--- config.mk ---
export PLATFORM = sky130hd
export DESIGN_NAME = kd_ntt_seq
export DESIGN_NICKNAME = d
export VERILOG_FILES = /design/src/rtl/kd_ntt_pkg.sv /design/src/rtl/kd_ntt_seq_delay_line.sv /design/src/rtl/kd_ntt_seq.sv
export SDC_FILE = /design/constraint.sdc
export NUM_CORES = 1
export LEC_CHECK = 0
export BUFFER_PORTS_ARGS = -buffer_cell sky130_fd_sc_hd__buf_2
export CAP_MARGIN = 10
export CORE_ASPECT_RATIO = 0.6
export CORE_MARGIN = 4
export CORE_UTILIZATION = 53
export DETAILED_ROUTE_END_ITERATION = 7
export PLACE_DENSITY = 0.76
export SYNTH_ARGS = -nofsm -noshare
export SYNTH_HDL_FRONTEND = slang
export SYNTH_SLANG_ARGS = --single-unit
--- constraint.sdc ---
create_clock -name clk -period 3.99 [get_ports clk]
set_clock_uncertainty 0.1 [all_clocks]
set_input_delay 0 -clock clk [delete_from_list [all_inputs] [get_ports clk]]
set_output_delay 0 -clock clk [all_outputs]
set_load 0.01 [all_outputs]
--- src/rtl/kd_ntt_pkg.sv ---
// Shared definitions for the Kyber/Dilithium NTT butterfly sequencer:
// FSM encoding, scheme selectors, done_flag bit positions and the
// layer-count helper.
package kd_ntt_pkg;

    typedef enum logic [1:0] {
        ST_IDLE  = 2'd0,
        ST_ISSUE = 2'd1,
        ST_DRAIN = 2'd2,
        ST_DONE  = 2'd3
    } kd_state_t;

    // kd_mode values
    localparam logic KYBER     = 1'b0;
    localparam logic DILITHIUM = 1'b1;

    // done_flag bit positions
    localparam int DONE_NTT  = 0;
    localparam int DONE_INTT = 1;

    // Kyber stops one layer early (len = 2), Dilithium runs all LOGN layers.
    function automatic int layer_count(input int logn, input logic kd);
        return (kd == DILITHIUM) ? logn : logn - 1;
    endfunction

endpackage

--- src/rtl/kd_ntt_seq_delay_line.sv ---
// kd_delay_line: DEPTH-stage shift register with a global freeze.
// Carries the read strobe and read addresses forward to become the
// write-back strobe and addresses once the butterfly result is ready.
module kd_delay_line #(
    parameter int WIDTH = 1,
    parameter int DEPTH = 1
) (
    input  logic             clk,
    input  logic             rst,
    input  logic             freeze,
    input  logic [WIDTH-1:0] din,
    output logic [WIDTH-1:0] dout
);

    for (genvar gi = 0; gi < DEPTH; gi++) begin : g_stage
        logic [WIDTH-1:0] q_reg;
        if (gi == 0) begin : g_head
            // First stage captures the live read side.
            always_ff @(posedge clk or negedge rst) begin
                if (!rst)
                    q_reg <= '0;
                else if (!freeze)
                    q_reg <= din;
            end
        end else begin : g_tail
            // Later stages shift the previous stage along.
            always_ff @(posedge clk or negedge rst) begin
                if (!rst)
                    q_reg <= '0;
                else if (!freeze)
                    q_reg <= g_stage[gi-1].q_reg;
            end
        end
    end

    assign dout = g_stage[DEPTH-1].q_reg;

endmodule

--- src/rtl/kd_ntt_seq.sv ---
// kd_ntt_seq: generic NTT / INTT butterfly scheduler for the unified
// Kyber/Dilithium core. Issues one butterfly per cycle per layer, drains
// the butterfly pipeline between layers and replays read addresses as
// write-backs PIPE_LAT cycles later.
// Optional build macro: KD_SEQ_HOLD_EN adds a 'hold' input that freezes
// the whole schedule (counters and delay line) while high.
module kd_ntt_seq
    import kd_ntt_pkg::*;
#(
    parameter int LOGN     = 8,
    parameter int PIPE_LAT = 5,
    parameter int TWW      = LOGN
) (
    input  logic            clk,
    input  logic            rst,
    input  logic            start,
    input  logic            kd_mode,
    input  logic            inv,
`ifdef KD_SEQ_HOLD_EN
    input  logic            hold,
`endif
    output logic            rd_en,
    output logic [LOGN-1:0] rd_addr_a,
    output logic [LOGN-1:0] rd_addr_b,
    output logic [TWW-1:0]  tw_addr,
    output logic            bf_mode0,
    output logic            bf_mode1,
    output logic            wr_en,
    output logic [LOGN-1:0] wr_addr_a,
    output logic [LOGN-1:0] wr_addr_b,
    output logic            busy,
    output logic [1:0]      done_flag
);

    localparam int JW = LOGN - 1;                               // butterfly index width
    localparam int LW = $clog2(LOGN + 1);                       // layer / shift width
    localparam int CW = (PIPE_LAT > 1) ? $clog2(PIPE_LAT) : 1;  // drain counter width
    localparam int DW = 1 + 2 * LOGN;                           // delay line payload

    logic hold_w;
`ifdef KD_SEQ_HOLD_EN
    assign hold_w = hold;
`else
    assign hold_w = 1'b0;
`endif

    kd_state_t       state_reg, state_next;
    logic [JW-1:0]   j_reg, j_next;
    logic [LW-1:0]   layer_reg, layer_next;
    logic [CW-1:0]   cnt_reg, cnt_next;
    logic            kd_reg, kd_next;
    logic            inv_reg, inv_next;
    logic            busy_reg, busy_next;
    logic [1:0]      done_reg, done_next;
    logic [LW-1:0]   last_layer;

    assign last_layer = LW'(layer_count(LOGN, kd_reg) - 1);

    // State and schedule counters; reset aborts any run immediately.
    always_ff @(posedge clk or negedge rst) begin
        if (!rst) begin
            state_reg <= ST_IDLE;
            j_reg     <= '0;
            layer_reg <= '0;
            cnt_reg   <= '0;
            kd_reg    <= 1'b0;
            inv_reg   <= 1'b0;
            busy_reg  <= 1'b0;
            done_reg  <= 2'b00;
        end else begin
            state_reg <= state_next;
            j_reg     <= j_next;
            layer_reg <= layer_next;
            cnt_reg   <= cnt_next;
            kd_reg    <= kd_next;
            inv_reg   <= inv_next;
            busy_reg  <= busy_next;
            done_reg  <= done_next;
        end
    end

    // Next-state: issue N/2 butterflies, drain PIPE_LAT cycles, repeat per layer.
    always_comb begin
        state_next = state_reg;
        j_next     = j_reg;
        layer_next = layer_reg;
        cnt_next   = cnt_reg;
        kd_next    = kd_reg;
        inv_next   = inv_reg;
        busy_next  = busy_reg;
        done_next  = done_reg;
        case (state_reg)
            ST_IDLE: begin
                if (start) begin
                    state_next = ST_ISSUE;
                    j_next     = '0;
                    layer_next = '0;
                    cnt_next   = '0;
                    kd_next    = kd_mode;
                    inv_next   = inv;
                    busy_next  = 1'b1;
                    done_next  = 2'b00;
                end
            end
            ST_ISSUE: begin
                if (!hold_w) begin
                    if (j_reg == {JW{1'b1}}) begin
                        state_next = ST_DRAIN;
                        cnt_next   = '0;
                    end else begin
                        j_next = j_reg + JW'(1);
                    end
                end
            end
            ST_DRAIN: begin
                if (!hold_w) begin
                    if (cnt_reg == CW'(PIPE_LAT - 1)) begin
                        j_next = '0;
                        if (layer_reg == last_layer) begin
                            state_next = ST_DONE;
                            busy_next  = 1'b0;
                            done_next[inv_reg ? DONE_INTT : DONE_NTT] = 1'b1;
                        end else begin
                            state_next = ST_ISSUE;
                            layer_next = layer_reg + LW'(1);
                        end
                    end else begin
                        cnt_next = cnt_reg + CW'(1);
                    end
                end
            end
            ST_DONE: begin
                state_next = ST_IDLE;
            end
            default: begin
                state_next = ST_IDLE;
            end
        endcase
    end

    // Butterfly address generation. len is always a power of two, so
    // grp/k are a shift and a mask; everything wraps modulo 2^LOGN, which
    // also makes the inverse twiddle 2G-1-grp correct when 2G == N.
    logic [LW-1:0]   sh;
    logic [LOGN-1:0] jx, len_v, grp, k_off, a_calc, b_calc, tw_calc;
    always_comb begin
        if (inv_reg)
            sh = (kd_reg == KYBER) ? layer_reg + LW'(1) : layer_reg;
        else
            sh = LW'(LOGN - 1) - layer_reg;
        jx     = LOGN'(j_reg);
        len_v  = LOGN'(1) << sh;
        grp    = jx >> sh;
        k_off  = jx & (len_v - LOGN'(1));
        a_calc = (grp << (sh + LW'(1))) | k_off;
        b_calc = a_calc | len_v;
        if (inv_reg)
            tw_calc = (LOGN'(1) << (LW'(LOGN) - sh)) - LOGN'(1) - grp;
        else
            tw_calc = (LOGN'(1) << layer_reg) + grp;
    end

    logic issue_st;
    assign issue_st  = (state_reg == ST_ISSUE);
    assign rd_en     = issue_st && !hold_w;
    assign rd_addr_a = issue_st ? a_calc : '0;
    assign rd_addr_b = issue_st ? b_calc : '0;
    assign tw_addr   = issue_st ? TWW'(tw_calc) : '0;
    assign bf_mode0  = kd_reg;
    assign bf_mode1  = inv_reg;
    assign busy      = busy_reg;
    assign done_flag = done_reg;

    logic [DW-1:0] dl_out;

    kd_delay_line #(
        .WIDTH (DW),
        .DEPTH (PIPE_LAT)
    ) u_delay (
        .clk    (clk),
        .rst    (rst),
        .freeze (hold_w),
        .din    ({rd_en, rd_addr_a, rd_addr_b}),
        .dout   (dl_out)
    );

    assign wr_en     = dl_out[2*LOGN] && !hold_w;
    assign wr_addr_a = dl_out[2*LOGN-1:LOGN];
    assign wr_addr_b = dl_out[LOGN-1:0];

endmodule

Word level (Yosys, flattened, before mapping)
Index checks and enable logic that the tools add are counted.
Storage, ports and cells
  register bits after elaboration: 106
  bits of input ports: 5
  output and inout port bits: 47
Cells by class
  $add $sub $neg: 11
  $lt $le $gt $ge: 2
  equality and inequality tests: 13
  shift-type cells: 5
  mux-type cells: 35
  bitwise logic cells: 4
  reduce and logical (&&, ||, !) cells: 10
Operators by type and width (number)
  $mux 8: 4
  $mux 4: 6
  $shl 1x4->8 const A: 3
  $mux 7: 3
  $pmux 7 s3: 1
  $or 8x8->8: 2
  $reduce_and 4->1: 4
  $sub 8x1->8 const B: 2
  $mux 2: 7
  $ne 2x2->1 const B: 6
  $mux 3: 3
  $pmux 3 s3: 1
  $add 4x1->4 const B: 2
  $add 8x8->8: 1
  $and 7x8->8: 1
  $pmux 2 s4: 1
  $pmux 4 s2: 1
  $shl 8x4->8: 1
  $shr 7x4->8: 1
  $sub 8x8->8: 1
  $add 7x1->7 const B: 1
  $eq 7x7->1 const B: 1
  $mux 1: 5
  $eq 2x2->1 const B: 2
  other kinds (20): 20

Depth between registers and ports, before layout
Gate-level depths: netlist (run 1).
  word-level depth: 9
  gate-level depth with buffers: 19

Cells and area by module
Synthesis (run 1) repeated with hierarchy kept, for this count alone.
Second synthesis, totals
  cells, all modules: 578
  area total of the unflattened synthesis: 6142.1 um2
By module, submodules not included
  kd_delay_line: instances 1, cells each 179, area each 3163.0 um2, sequential area each 2127.0 um2
  kd_ntt_seq: instances 1, cells each 399, area each 2979.1 um2, sequential area each 525.5 um2

Worst setup path before layout (run 1)
Ideal clock, no wire load.
  path type: flip-flop to output port
  start point: register layer_reg[0]
  end point: output port tw_addr[7]
  arrival: 3.756 ns
  slack: 0.134 ns
  stages on the path, launching flop included: 17
  path through: dfrtp_1 -> buf_2 -> inv_1 -> ha_1 -> nand2b_1 -> a31oi_1 -> clkbuf_1 -> nand2_1 -> nor3_1 -> ha_1 -> a21o_1 -> a21oi_1 -> o21bai_1 -> a2111oi_0 -> o31a_1 -> o21ai_0 -> a21oi_1
On the way
  word-level cells in the longest chain between the ends: 9
  elaborated cells on any way between the ends: 13
  classes of those cells: add/sub: 6; shift: 3; mux: 4
RTL lines
  start, declared: line kd_ntt_seq.sv:49  | logic [LW-1:0] layer_reg, layer_next;
  start signal, assigned: line kd_ntt_seq.sv:73  | layer_reg <= layer_next;
  $add 4x1->4: line kd_ntt_seq.sv:148  | sh = (kd_reg == KYBER) ? layer_reg + LW'(1) : layer_reg;
  $mux 4: line kd_ntt_seq.sv:148
  $mux 4: line kd_ntt_seq.sv:147  | if (inv_reg)
  $sub 4x4->4: line kd_ntt_seq.sv:158  | tw_calc = (LOGN'(1) << (LW'(LOGN) - sh)) - LOGN'(1) - grp;
  $shl 1x4->8: line kd_ntt_seq.sv:158
  $sub 8x1->8: line kd_ntt_seq.sv:158
  $sub 8x8->8: line kd_ntt_seq.sv:158
  $mux 8 (*): line kd_ntt_seq.sv:157  | if (inv_reg)
  $mux 8 (*): line kd_ntt_seq.sv:168  | assign tw_addr = issue_st ? TWW'(tw_calc) : '0;
  end, declared: line kd_ntt_seq.sv:25  | output logic [TWW-1:0] tw_addr,
Mark *: on every way between the ends. The rest lies on a longest branch, timed or not.

Worst setup path in the final report (run 1)
  start point: register layer_reg[1]
  end point: output port tw_addr[7]
Same word-level chain as after synthesis.

==> impl_summary.txt, run 1 <==
----------------------------------------------------
[Status]
  Outcome ... complete, no violations

[Yosys]
  Main combinational cell family by area after synthesis ... simple AND/OR/NAND/NOR gates
  Cell accounting for the most synthesized area ... sky130_fd_sc_hd__dfrtp_1
  Leading cell types by count after synthesis ... 106 x sky130_fd_sc_hd__dfrtp_1, 47 x sky130_fd_sc_hd__nand2_1, 35 x sky130_fd_sc_hd__a21oi_1
  Share of synthesized area occupied by flip-flops and latches ... 0.517
  Number of cells produced by synthesis ... 494
  Largest cells by area after synthesis ... sky130_fd_sc_hd__dfrtp_1 52%, sky130_fd_sc_hd__ha_1 6.3%, sky130_fd_sc_hd__nand2_1 3.4%, sky130_fd_sc_hd__a21oi_1 3.4%, sky130_fd_sc_hd__o21ai_0 2.4%
  Ys async rst share ... 1.00
  Number of register bits inferred by synthesis ... 106
  EDFF count, synth ... 0
  Warning count from the yosys run ... 0
  Xor/xnor share of the synthesized area ... 0.0337
  Fraction of the mapped netlist area in simple logic gates ... 0.170
  Net count after synthesis ... 527
  Fraction of synthesized cell area taken by the top area cell type ... 0.517
  Compound-gate portion of the synthesized area ... 0.155
  Post-synthesis instance area ... 5130 µm²
  Top_reg_cell synth ... sky130_fd_sc_hd__dfrtp_1
  Library cells used by synthesis ... 70
  Top-count cell post-synth ... sky130_fd_sc_hd__dfrtp_1
  Adder-cell area share of the yosys netlist ... 0.0713
  Avg Cell Area, Syn ... 10.4 µm²
  Mux contribution to synthesized area ... 0.0144

[GRT]
  Maximum number of pins on one net before global-route repair ... 69
  Number of antenna violations at the first check in global routing ... 0
  First-pass GRT wire length ... 20.5 mm
  Global route overflow ... 0
  Via count of the first global-routing pass ... 4034
  Combined global-route utilization of all metal layers ... 0.231

[STA]
  Smallest setup slack after layout ... 21.9 ps
  Setup repair after global routing missed its margin ... true
  Maximum clock rate ... 252 MHz
  Max-Slew Margin vs Limit ... 0.436
  Share of the cycle needed by the critical path after routing ... 0.995
  Total count of max-transition violations in the final report ... 0
  Final Hold Violating Endpoints ... 0
  Final sum of negative setup slack ... 0 ps
  Transition time of the tightest slew-check pin ... 846 ps
  Shortest period the worst path allows ... 3970 ps
  Min Hold Slack ... 193 ps
  Setup violators final ... 0

[Clock tree]
  TritonCTS Buffers ... 9
  H-tree Lvls ... 3
  Worst-case clock buffer depth ... 2
  Clock input transition at the sequential cells of the worst setup and hold paths ... 80 ps
  Worst-Skew Late Latency ... 350 ps
  CTS tree ... built
  Clock tree root buffer cell ... sky130_fd_sc_hd__clkbuf_16
  Number of clock sinks seen by CTS ... 106

[Worst setup path]
  Critical Path End Type ... output pin
  Critical setup path kind ... reg -> out
  Register-to-Register Path Depth ... 11
  Worst path slowest cell ... sky130_fd_sc_hd__dfrtp_2
  Source of the worst register-to-register timing path ... layer_reg[1]
  Cell family with most CP delay ... compound AO/OA/AOI/OAI gates
  Largest fanout on the critical path ... 5
  Number of cells on the critical path ... 17
  Crit. Startpoint ... layer_reg[1]
  Critical path required time ... 3890 ps
  CP Cell Sequence ... inv_4 -> ha_4 -> buf_6 -> nor2_4 -> a221oi_4 -> nor2_2 -> xnor2_2 -> nor3_2 -> ha_1 -> a21o_1 -> a21oi_2 -> o21bai_2 -> a2111oi_4 -> o31a_1 -> o21ai_1 -> a21oi_1 -> buf_2
  Arrival @ worst endpoint ... 3870 ps
  Slowest Stage Delay on Critical Path ... 460 ps
  Sort of element at the start of the critical path ... flop
  Buffer and inverter count on the worst path ... 3

[Finish]
  Antenna cells ... 0
  Growth of design area from synthesis to finish ... 26.8%
  Net count of the finished layout ... 636
  Fraction of layout cells with a size suffix above 1 ... 0.314
  Number of flip-flops in the largest register ... 68

[Placement]
  Worst setup slack before clock tree synthesis ... -111 ps
  Last weighted congestion value of the routability-driven placer ... 0.975
  Detailed Place HPWL ... 9.27 mm
  Quantity of I/O buffers inserted on ports ... 51

[Drt]
  Overall via count from detail_route ... 4225
  Violation count after the first detailed-routing iteration ... 331
  Routed wirelength normalized by instance count ... 17.6 µm
  Remaining design rule violation count ... 0
  Routed Antenna Nets ... 0
  Number of detailed-route iterations in the first pass ... 5
  Number of vias per cell after detailed routing ... 5.72
  WL final ... 13.0 mm

[Pwr]
  Worst IR drop on VDD ... 0.217 mV
  Final Power ... 2380 µW
  Leakage power figure ... 0.00301 µW
  Power per cell area ... 366 nW/µm²

[Floorplan]
  Row count ... 27
  Placeable Area ... 9290 µm²
  Starting density of the core ... 0.552
  Width of the chip ... 135 µm
  Die Outline Area ... 11400 µm²
  Total I/O pin count ... 52
  Height of the die ... 84.2 µm

[Job]
  Max cap viols ... 0

[Min path]
  Worst hold path type ... in -> async

----------------------------------------------------
layer usage:
layer	part of all wire	track usage	up-vias	routed length, µm
li1	-	-	1960	-
met1	0.46	0.339	2062	6000
met2	0.44	0.340	177	5770
met3	0.076	0.0533	26	990
met4	0.019	0.0796	0	245
met5	0	0	-	0
layout make-up:
| cell class | instances | area [µm²] |
|---|---|---|
| clock buffers | 9 | 225 |
| clock inverters | 7 | 68.8 |
| fillers | 665 | 2790 |
| inverters | 27 | 104 |
| multi-input cells | 342 | 2500 |
| flip-flops and latches | 106 | 2660 |
| well taps | 130 | 163 |
| repair buffers | 117 | 774 |
what timing repair did:
action,in CTS,in global routing
buffers inserted,12,13
hold buffers,4,0
resized for setup,29,31
setup endpoints to repair,3,2
pin swaps,12,27
endpoints found under the hold margin,71,0
where the power goes:
| part | switching (µW) | internal [µW] |
|---|---|---|
| sequential | 24.3 | 1150 |
| combinational | 200 | 143 |
| clock | 427 | 440 |
cell families (layout without fill, tap and decap cells):
logic type               after synthesis  in the layout
AND/OR/NAND/NOR                      171            171
buffers and inverters                 46            160
AO/OA/AOI/OAI                        118            118
XOR/XNOR                              18             18
flip-flops                           106            106
adder cells (fa/ha/maj)               28             28
multiplexers                           7              7
through the flow:
stage	util	area (µm²)	std cells
after global routing	0.699	6500	738
after floorplan	-	5130	494
final	0.699	6500	738
after global placement	0.617	5730	693
after detailed placement	0.617	5730	693
after CTS	0.676	6280	725
final timing paths:
| path | to | slack [ps] |
|---|---|---|
| worst max-delay path | tw_addr[7] | 20 |
| worst min-delay path | u_delay.g_stage[2].q_reg[0] | 190 |
| worst max register to register | u_delay.g_stage[0].q_reg[14] | 810 |
| worst min register to register | u_delay.dout[11] | 250 |
| max in group asynchronous | u_delay.g_stage[3].q_reg[15] | 2600 |
| min in group clk | u_delay.dout[11] | 250 |
worst reg2reg max path, cell delays in order, from the launching register on:
cell and delay (ps):
sky130_fd_sc_hd__dfrtp_2 480, sky130_fd_sc_hd__ha_4 210, sky130_fd_sc_hd__ha_4 250, sky130_fd_sc_hd__a211oi_4 250, sky130_fd_sc_hd__buf_6 150, sky130_fd_sc_hd__nor3_4 40, sky130_fd_sc_hd__buf_4 180, sky130_fd_sc_hd__nand3_1 270
sky130_fd_sc_hd__ha_1 300, sky130_fd_sc_hd__nand2_1 120, sky130_fd_sc_hd__or3_1 360, sky130_fd_sc_hd__o311ai_2 350
layout by cell type (no fill, tap or decap), drive strengths merged, types with 4 or more instances in the layout:
| cell | count |
|---|---|
| buf | 113 |
| dfrtp | 106 |
| nand2 | 48 |
| nor2 | 36 |
| a21oi | 35 |
| inv | 30 |
| o21ai | 26 |
| ha | 26 |
| nand3 | 23 |
| nor3 | 21 |
| xnor2 | 12 |
| clkbuf | 9 |
| a31oi | 9 |
| o211ai | 7 |
| xor2 | 6 |
| o22ai | 6 |
| and2 | 6 |
| or3 | 6 |
| nor2b | 5 |
| a21o | 5 |
| nand2b | 5 |
| o31ai | 5 |
| and3 | 4 |
| mux2i | 4 |
| dlygate4sd3 | 4 |
No activity file was read; power rests on OpenSTA's default activity.
==> inputs of run 2 (changes only) <==
--- a/config.mk
+++ b/config.mk
@@ -9,9 +9,8 @@
 export CAP_MARGIN = 10
 export CORE_ASPECT_RATIO = 0.6
 export CORE_MARGIN = 4
-export CORE_UTILIZATION = 53
+export CORE_UTILIZATION = 37
 export DETAILED_ROUTE_END_ITERATION = 7
-export PLACE_DENSITY = 0.76
 export SYNTH_ARGS = -nofsm -noshare
 export SYNTH_HDL_FRONTEND = slang
 export SYNTH_SLANG_ARGS = --single-unit
==> impl_summary.txt, run 2 (synthesis gave the netlist of run 1 again) <==
----------------------------------------------------
[STA]
  Max-Slew Margin vs Limit ... 0.417 (was 0.436)
  Total count of max-transition violations in the final report ... 0 (unchanged)
  Maximum clock rate ... 255 MHz (was 252 MHz)
  Smallest setup slack after layout ... 67.3 ps (was 21.9 ps)
  Share of the cycle needed by the critical path after routing ... 0.983 (was 0.995)
  Setup violators final ... 0 (unchanged)
  Setup repair after global routing missed its margin ... true (unchanged)
  Min Hold Slack ... 145 ps (was 193 ps)
  Shortest period the worst path allows ... 3920 ps (was 3970 ps)
  Transition time of the tightest slew-check pin ... 874 ps (was 846 ps)
  Final Hold Violating Endpoints ... 0 (unchanged)

[Worst setup path]
  Arrival @ worst endpoint ... 3820 ps (was 3870 ps)
  Critical setup path kind ... reg -> out (unchanged)
  Crit. Startpoint ... layer_reg[1] (unchanged)
  Critical path required time ... 3890 ps (about the same)
  Largest fanout on the critical path ... 4 (was 5)
  CP Cell Sequence ... inv_2 -> ha_4 -> buf_6 -> nor2_4 -> a221oi_4 -> nor2_2 -> xnor2_2 -> nor3_2 -> ha_1 -> a21o_1 -> a21oi_2 -> o21bai_2 -> a2111oi_2 -> buf_4 -> o31a_1 -> o21ai_1 -> a21oi_1 -> buf_2 (was inv_4 -> ha_4 -> buf_6 -> nor2_4 -> a221oi_4 -> nor2_2 -> xnor2_2 -> nor3_2 -> ha_1 -> a21o_1 -> a21oi_2 -> o21bai_2 -> a2111oi_4 -> o31a_1 -> o21ai_1 -> a21oi_1 -> buf_2)
  Critical Path End Type ... output pin (unchanged)
  Cell family with most CP delay ... compound AO/OA/AOI/OAI gates (unchanged)
  Slowest Stage Delay on Critical Path ... 430 ps (was 460 ps)
  Worst path slowest cell ... sky130_fd_sc_hd__dfrtp_2 (unchanged)
  Sort of element at the start of the critical path ... flop (unchanged)
  Buffer and inverter count on the worst path ... 4 (was 3)
  Source of the worst register-to-register timing path ... layer_reg[0] (was layer_reg[1])

[Clock tree]
  H-tree Lvls ... 3 (unchanged)
  CTS tree ... built (unchanged)
  Clock tree root buffer cell ... sky130_fd_sc_hd__clkbuf_16 (unchanged)
  Clock input transition at the sequential cells of the worst setup and hold paths ... 80 ps (about the same)
  TritonCTS Buffers ... 9 (unchanged)
  Number of clock sinks seen by CTS ... 106 (unchanged)
  Worst-Skew Late Latency ... 350 ps (about the same)
  Worst-case clock buffer depth ... 2 (unchanged)

[Finish]
  Most frequent cells in the layout ... 102 x sky130_fd_sc_hd__dfrtp_1, 66 x sky130_fd_sc_hd__buf_4, 50 x sky130_fd_sc_hd__buf_2 (was 102 x sky130_fd_sc_hd__dfrtp_1, 60 x sky130_fd_sc_hd__buf_4, 50 x sky130_fd_sc_hd__buf_2)
  Antenna cells ... 0 (unchanged)
  Most common library cell in the layout ignoring fill and taps ... sky130_fd_sc_hd__dfrtp_1 (unchanged)
  Layout filler cell count ... 1198 (was 665)
  Growth of design area from synthesis to finish ... 29.1% (was 26.8%)
  Net count of the finished layout ... 643 (was 636)
  Fraction of layout cells with a size suffix above 1 ... 0.332 (was 0.314)
  Share of the core filled with cells in the final layout ... 0.501 (was 0.699)
  Number of flip-flops in the largest register ... 68 (unchanged)

[Drt]
  Routed Antenna Nets ... 0 (unchanged)
  Number of detailed-route iterations in the first pass ... 5 (unchanged)
  Routed wirelength normalized by instance count ... 16.6 µm (was 17.6 µm)
  Overall via count from detail_route ... 4179 (was 4225)
  Violation count after the first detailed-routing iteration ... 300 (was 331)
  Remaining design rule violation count ... 0 (unchanged)
  WL final ... 13.0 mm (about the same)
  Number of vias per cell after detailed routing ... 5.32 (was 5.72)

[Min path]
  Worst hold path type ... in -> async (unchanged)

[Placement]
  Last weighted congestion value of the routability-driven placer ... 0.955 (was 0.975)
  Detailed Place HPWL ... 9.48 mm (was 9.27 mm)
  Quantity of I/O buffers inserted on ports ... 51 (unchanged)
  Worst setup slack before clock tree synthesis ... 61.6 ps (was -111 ps)

[GRT]
  First-pass GRT wire length ... 21.3 mm (was 20.5 mm)
  Via count of the first global-routing pass ... 3991 (was 4034)
  Number of antenna violations at the first check in global routing ... 0 (unchanged)
  Maximum number of pins on one net before global-route repair ... 59 (was 69)
  Global route overflow ... 0 (unchanged)
  Combined global-route utilization of all metal layers ... 0.168 (was 0.231)

[Floorplan]
  Total I/O pin count ... 52 (unchanged)
  Height of the die ... 99.2 µm (was 84.2 µm)
  Placeable Area ... 13200 µm² (was 9290 µm²)
  Die Outline Area ... 15900 µm² (was 11400 µm²)
  Row count ... 32 (was 27)
  Starting density of the core ... 0.388 (was 0.552)
  Width of the chip ... 160 µm (was 135 µm)

[Pwr]
  Leakage power figure ... 0.00306 µW (was 0.00301 µW)
  Worst IR drop on VDD ... 0.249 mV (was 0.217 mV)
  Final Power ... 2420 µW (was 2380 µW)
  Power per cell area ... 366 nW/µm² (about the same)

[Job]
  Max cap viols ... 0 (unchanged)

[Status]
  Outcome ... complete, no violations (unchanged)

----------------------------------------------------
run 2: cell types whose count changed in the layout (fill, tap and decap cells not counted), moves of 2 or more:
cell	change
sky130_fd_sc_hd__a2111oi_2	+2
sky130_fd_sc_hd__nor2b_1	-2
sky130_fd_sc_hd__clkinv_8	+2
sky130_fd_sc_hd__o21ai_2	+2
sky130_fd_sc_hd__inv_8	-2
sky130_fd_sc_hd__buf_4	+6
sky130_fd_sc_hd__inv_6	+2
sky130_fd_sc_hd__inv_2	+2
sky130_fd_sc_hd__nor2b_2	+2
sky130_fd_sc_hd__a2111oi_4	-2
sky130_fd_sc_hd__o21ai_0	-3
run 2: worst paths after layout:
kind	to	slack (ps)	cells past startpoint
worst max-delay path	tw_addr[7]	70	18
worst min-delay path	u_delay.dout[8]	140	2
worst max register to register	u_delay.g_stage[0].q_reg[14]	720	12
worst min register to register	u_delay.g_stage[1].q_reg[14]	250	0
max in group asynchronous	u_delay.g_stage[1].q_reg[3]	2590	3
min in group clk	u_delay.g_stage[1].q_reg[14]	250	0
run 2: where the power goes:
part / internal (µW) / total [µW] / switching (µW)
clock: 455 / 905 / 450
sequential: 1150 / 1170 / 23.8
combinational: 150 / 349 / 198
run 2: cell type report:
| class | count | area, µm² | area share |
|---|---|---|---|
| inverter | 27 | 101 | 0.0153 |
| tap | 170 | 213 | 0.0321 |
| sequential | 106 | 2660 | 0.402 |
| clock inverter | 7 | 91.3 | 0.0138 |
| multi-input combinational | 342 | 2500 | 0.378 |
| timing repair buffer | 124 | 831 | 0.126 |
| clock buffer | 9 | 225 | 0.0340 |
run 2: through the flow:
| stage | setup TNS (ps) | cells | cell area, µm² |
|---|---|---|---|
| floorplan | 0 | 494 | 5130 |
| global placement | 0 | 737 | 5810 |
| detailed placement | 0 | 737 | 5810 |
| CTS | 0 | 775 | 6410 |
| global route | -217 | 785 | 6620 |
| finish | 0 | 785 | 6620 |
run 2: timing repair:
| action | 4_1_cts | 5_1_grt |
|---|---|---|
| pin swaps | 6 | 32 |
| buffers inserted | 18 | 10 |
| setup endpoints to repair | 3 | 4 |
| resized for setup | 29 | 40 |
| hold buffers | 4 | 0 |
| endpoints found under the hold margin | 60 | 0 |
run 2: metal layers:
metal	track usage	part of all wire	vias up	routed length, µm
met5	0	0	-	0
met4	0.0377	0.011	0	140
met3	0.0493	0.083	13	1080
met2	0.230	0.39	163	5110
met1	0.260	0.51	2036	6700
li1	-	-	1967	-
==> inputs of run 3 (changes only) <==
--- a/config.mk
+++ b/config.mk
@@ -7,10 +7,12 @@
 export LEC_CHECK = 0
 export BUFFER_PORTS_ARGS = -buffer_cell sky130_fd_sc_hd__buf_2
 export CAP_MARGIN = 10
+export CELL_PAD_IN_SITES_DETAIL_PLACEMENT = 0
+export CELL_PAD_IN_SITES_GLOBAL_PLACEMENT = 2
 export CORE_ASPECT_RATIO = 0.6
-export CORE_MARGIN = 4
-export CORE_UTILIZATION = 37
+export CORE_UTILIZATION = 35
 export DETAILED_ROUTE_END_ITERATION = 7
+export PLACE_DENSITY_LB_ADDON = 0.1
 export SYNTH_ARGS = -nofsm -noshare
 export SYNTH_HDL_FRONTEND = slang
 export SYNTH_SLANG_ARGS = --single-unit
==> impl_summary.txt, run 3 (synthesis gave the netlist of run 1 again) <==
----------------------------------------------------
[Finish]
  Sequential Area ... 2660 µm² (about the same)
  Most common library cell in the layout ignoring fill and taps ... sky130_fd_sc_hd__dfrtp_1 (unchanged)
  Antenna cells ... 0 (unchanged)
  Number of flip-flops in the largest register ... 68 (unchanged)
  Final cell area excluding filler cells ... 6850 µm² (was 6620 µm²)
  Most frequent cells in the layout ... 103 x sky130_fd_sc_hd__dfrtp_1, 81 x sky130_fd_sc_hd__buf_4, 50 x sky130_fd_sc_hd__buf_2 (was 102 x sky130_fd_sc_hd__dfrtp_1, 66 x sky130_fd_sc_hd__buf_4, 50 x sky130_fd_sc_hd__buf_2)
  Layout filler cell count ... 1311 (was 1198)
  Net count of the finished layout ... 658 (was 643)
  Growth of design area from synthesis to finish ... 33.5% (was 29.1%)
  Fraction of layout cells with a size suffix above 1 ... 0.359 (was 0.332)
  Multi-input gate area ... 2590 µm² (was 2500 µm²)

[STA]
  Min Hold Slack ... 178 ps (was 145 ps)
  Transition time of the tightest slew-check pin ... 893 ps (was 874 ps)
  Setup repair after global routing missed its margin ... true (unchanged)
  Share of the cycle needed by the critical path after routing ... 0.989 (was 0.983)
  Setup violators final ... 0 (unchanged)
  Final Hold Violating Endpoints ... 0 (unchanged)
  Max-Slew Margin vs Limit ... 0.405 (was 0.417)
  Maximum clock rate ... 253 MHz (was 255 MHz)
  Final sum of negative setup slack ... 0 ps (unchanged)
  Shortest period the worst path allows ... 3950 ps (was 3920 ps)
  Total count of max-transition violations in the final report ... 0 (unchanged)

[Status]
  Outcome ... complete, no violations (unchanged)

[Clock tree]
  Clock tree root buffer cell ... sky130_fd_sc_hd__clkbuf_16 (unchanged)
  Clock input transition at the sequential cells of the worst setup and hold paths ... 80 ps (about the same)
  Worst-Skew Late Latency ... 350 ps (about the same)
  CTS tree ... built (unchanged)
  Number of clock sinks seen by CTS ... 106 (unchanged)
  TritonCTS Buffers ... 9 (unchanged)
  H-tree Lvls ... 3 (unchanged)
  Worst-case clock buffer depth ... 2 (unchanged)

[Worst setup path]
  Arrival @ worst endpoint ... 3850 ps (was 3820 ps)
  Critical path required time ... 3890 ps (about the same)
  Slack of the worst reg-to-reg path ... 480 ps (was 720 ps)
  Largest fanout on the critical path ... 6 (was 4)
  Sort of element at the start of the critical path ... flop (unchanged)
  Critical Path End Type ... output pin (unchanged)
  Critical setup path kind ... reg -> out (unchanged)
  Crit. Startpoint ... bf_mode0 (was layer_reg[1])
  Source of the worst register-to-register timing path ... bf_mode0 (was layer_reg[0])

[Drt]
  WL final ... 14.3 mm (was 13.0 mm)
  Routed Antenna Nets ... 0 (unchanged)
  Routed wirelength normalized by instance count ... 17.3 µm (was 16.6 µm)
  Remaining design rule violation count ... 0 (unchanged)
  Violation count after the first detailed-routing iteration ... 238 (was 300)
  Number of detailed-route iterations in the first pass ... 5 (unchanged)
  Overall via count from detail_route ... 4196 (was 4179)
  Number of vias per cell after detailed routing ... 5.10 (was 5.32)

[Job]
  Max cap viols ... 0 (unchanged)

[Placement]
  Quantity of I/O buffers inserted on ports ... 51 (unchanged)
  Placed Instance Area ... 5830 µm² (was 5810 µm²)
  Detailed Place HPWL ... 10.2 mm (was 9.48 mm)
  Last weighted congestion value of the routability-driven placer ... 0.867 (was 0.955)

[Floorplan]
  Starting density of the core ... 0.367 (was 0.388)
  Total I/O pin count ... 52 (unchanged)
  Width of the chip ... 158 µm (was 160 µm)
  Row count ... 33 (was 32)
  Die Outline Area ... 15200 µm² (was 15900 µm²)
  Height of the die ... 95.7 µm (was 99.2 µm)
  Placeable Area ... 14000 µm² (was 13200 µm²)

[GRT]
  First-pass GRT wire length ... 21.9 mm (was 21.3 mm)
  Combined global-route utilization of all metal layers ... 0.196 (was 0.168)
  Via count of the first global-routing pass ... 3925 (was 3991)
  Maximum number of pins on one net before global-route repair ... 67 (was 59)
  Global route overflow ... 0 (unchanged)
  Number of antenna violations at the first check in global routing ... 0 (unchanged)

[Min path]
  Worst hold path type ... in -> async (unchanged)

[Pwr]
  Final Power ... 2450 µW (was 2420 µW)
  Power per cell area ... 358 nW/µm² (was 366 nW/µm²)
  Worst IR drop on VDD ... 0.188 mV (was 0.249 mV)
  Leakage power figure ... 0.00314 µW (was 0.00306 µW)

----------------------------------------------------
run 3: changes by cell type in the layout (fill, tap and decap cells not counted), moves of 2 or more:
cell,previous run,this run
sky130_fd_sc_hd__o21ai_1,5,2
sky130_fd_sc_hd__o21ai_0,19,22
sky130_fd_sc_hd__inv_1,23,21
sky130_fd_sc_hd__ha_4,4,7
sky130_fd_sc_hd__ha_1,22,18
sky130_fd_sc_hd__buf_4,66,81
sky130_fd_sc_hd__a2111oi_4,0,2
sky130_fd_sc_hd__a2111oi_2,3,1
run 3: where the power goes:
| part | internal, µW | switching (µW) | leakage [µW] | total, µW |
|---|---|---|---|---|
| Combinational | 162 | 209 | 0.00178 | 371 |
| Sequential | 1150 | 20.7 | 0.00121 | 1170 |
| Clock | 455 | 460 | 0.000152 | 915 |
| Total | 1760 | 690 | 0.00314 | 2450 |
run 3: what timing repair did:
action	in CTS	in global routing
gates resized for setup	40	37
pin swaps	19	32
setup endpoints to repair	3	11
hold buffers	4	0
hold endpoints to repair	68	0
setup buffers	28	18
run 3: routing by layer:
layer,up-vias,track usage,part of all wire
met5,-,0,0
met4,0,0.0377,0.0093
met3,12,0.0428,0.054
met2,127,0.276,0.41
met1,2052,0.304,0.53
li1,2005,-,-
run 3: final timing paths:
path	to	cells after the start
worst max-delay path	tw_addr[6]	17
worst min-delay path	done_flag[1]	2
worst max register to register	u_delay.g_stage[0].q_reg[10]	18
worst min register to register	u_delay.g_stage[1].q_reg[6]	0
max in group asynchronous	u_delay.g_stage[1].q_reg[11]	3
min in group clk	u_delay.g_stage[1].q_reg[6]	0
run 3: cell type report:
| class | count | area share |
|---|---|---|
| Sequential cell | 106 | 0.388 |
| Multi-Input combinational cell | 342 | 0.378 |
| Timing Repair Buffer | 139 | 0.138 |
| Tap cell | 192 | 0.0351 |
| Clock buffer | 9 | 0.0329 |
| Inverter | 27 | 0.0152 |
| Clock inverter | 7 | 0.0126 |
run 3: through the flow:
stage	worst slack [ps]	instances	util
floorplan	134	494	-
global placement	100	758	0.418
detailed placement	-35.2	758	0.418
CTS	0.932	806	0.469
global route	-84.5	822	0.490
finish	43.6	822	0.490
run 3: worst max-delay path, stage by stage, from the launching register on:
cell                       delay [ps]
sky130_fd_sc_hd__dfrtp_1          410
sky130_fd_sc_hd__buf_4            150
sky130_fd_sc_hd__and2b_4          310
sky130_fd_sc_hd__and4_4           320
sky130_fd_sc_hd__buf_4            150
sky130_fd_sc_hd__or2_1            310
sky130_fd_sc_hd__xnor2_2          170
sky130_fd_sc_hd__nor3_2            90
sky130_fd_sc_hd__ha_4             160
sky130_fd_sc_hd__fa_2             340
sky130_fd_sc_hd__a21o_1           200
sky130_fd_sc_hd__a21oi_2          160
sky130_fd_sc_hd__o21bai_1          90
sky130_fd_sc_hd__a21oi_1          170
sky130_fd_sc_hd__xnor2_1          150
sky130_fd_sc_hd__nand2_1           90
sky130_fd_sc_hd__a21oi_2          120
sky130_fd_sc_hd__buf_2            140
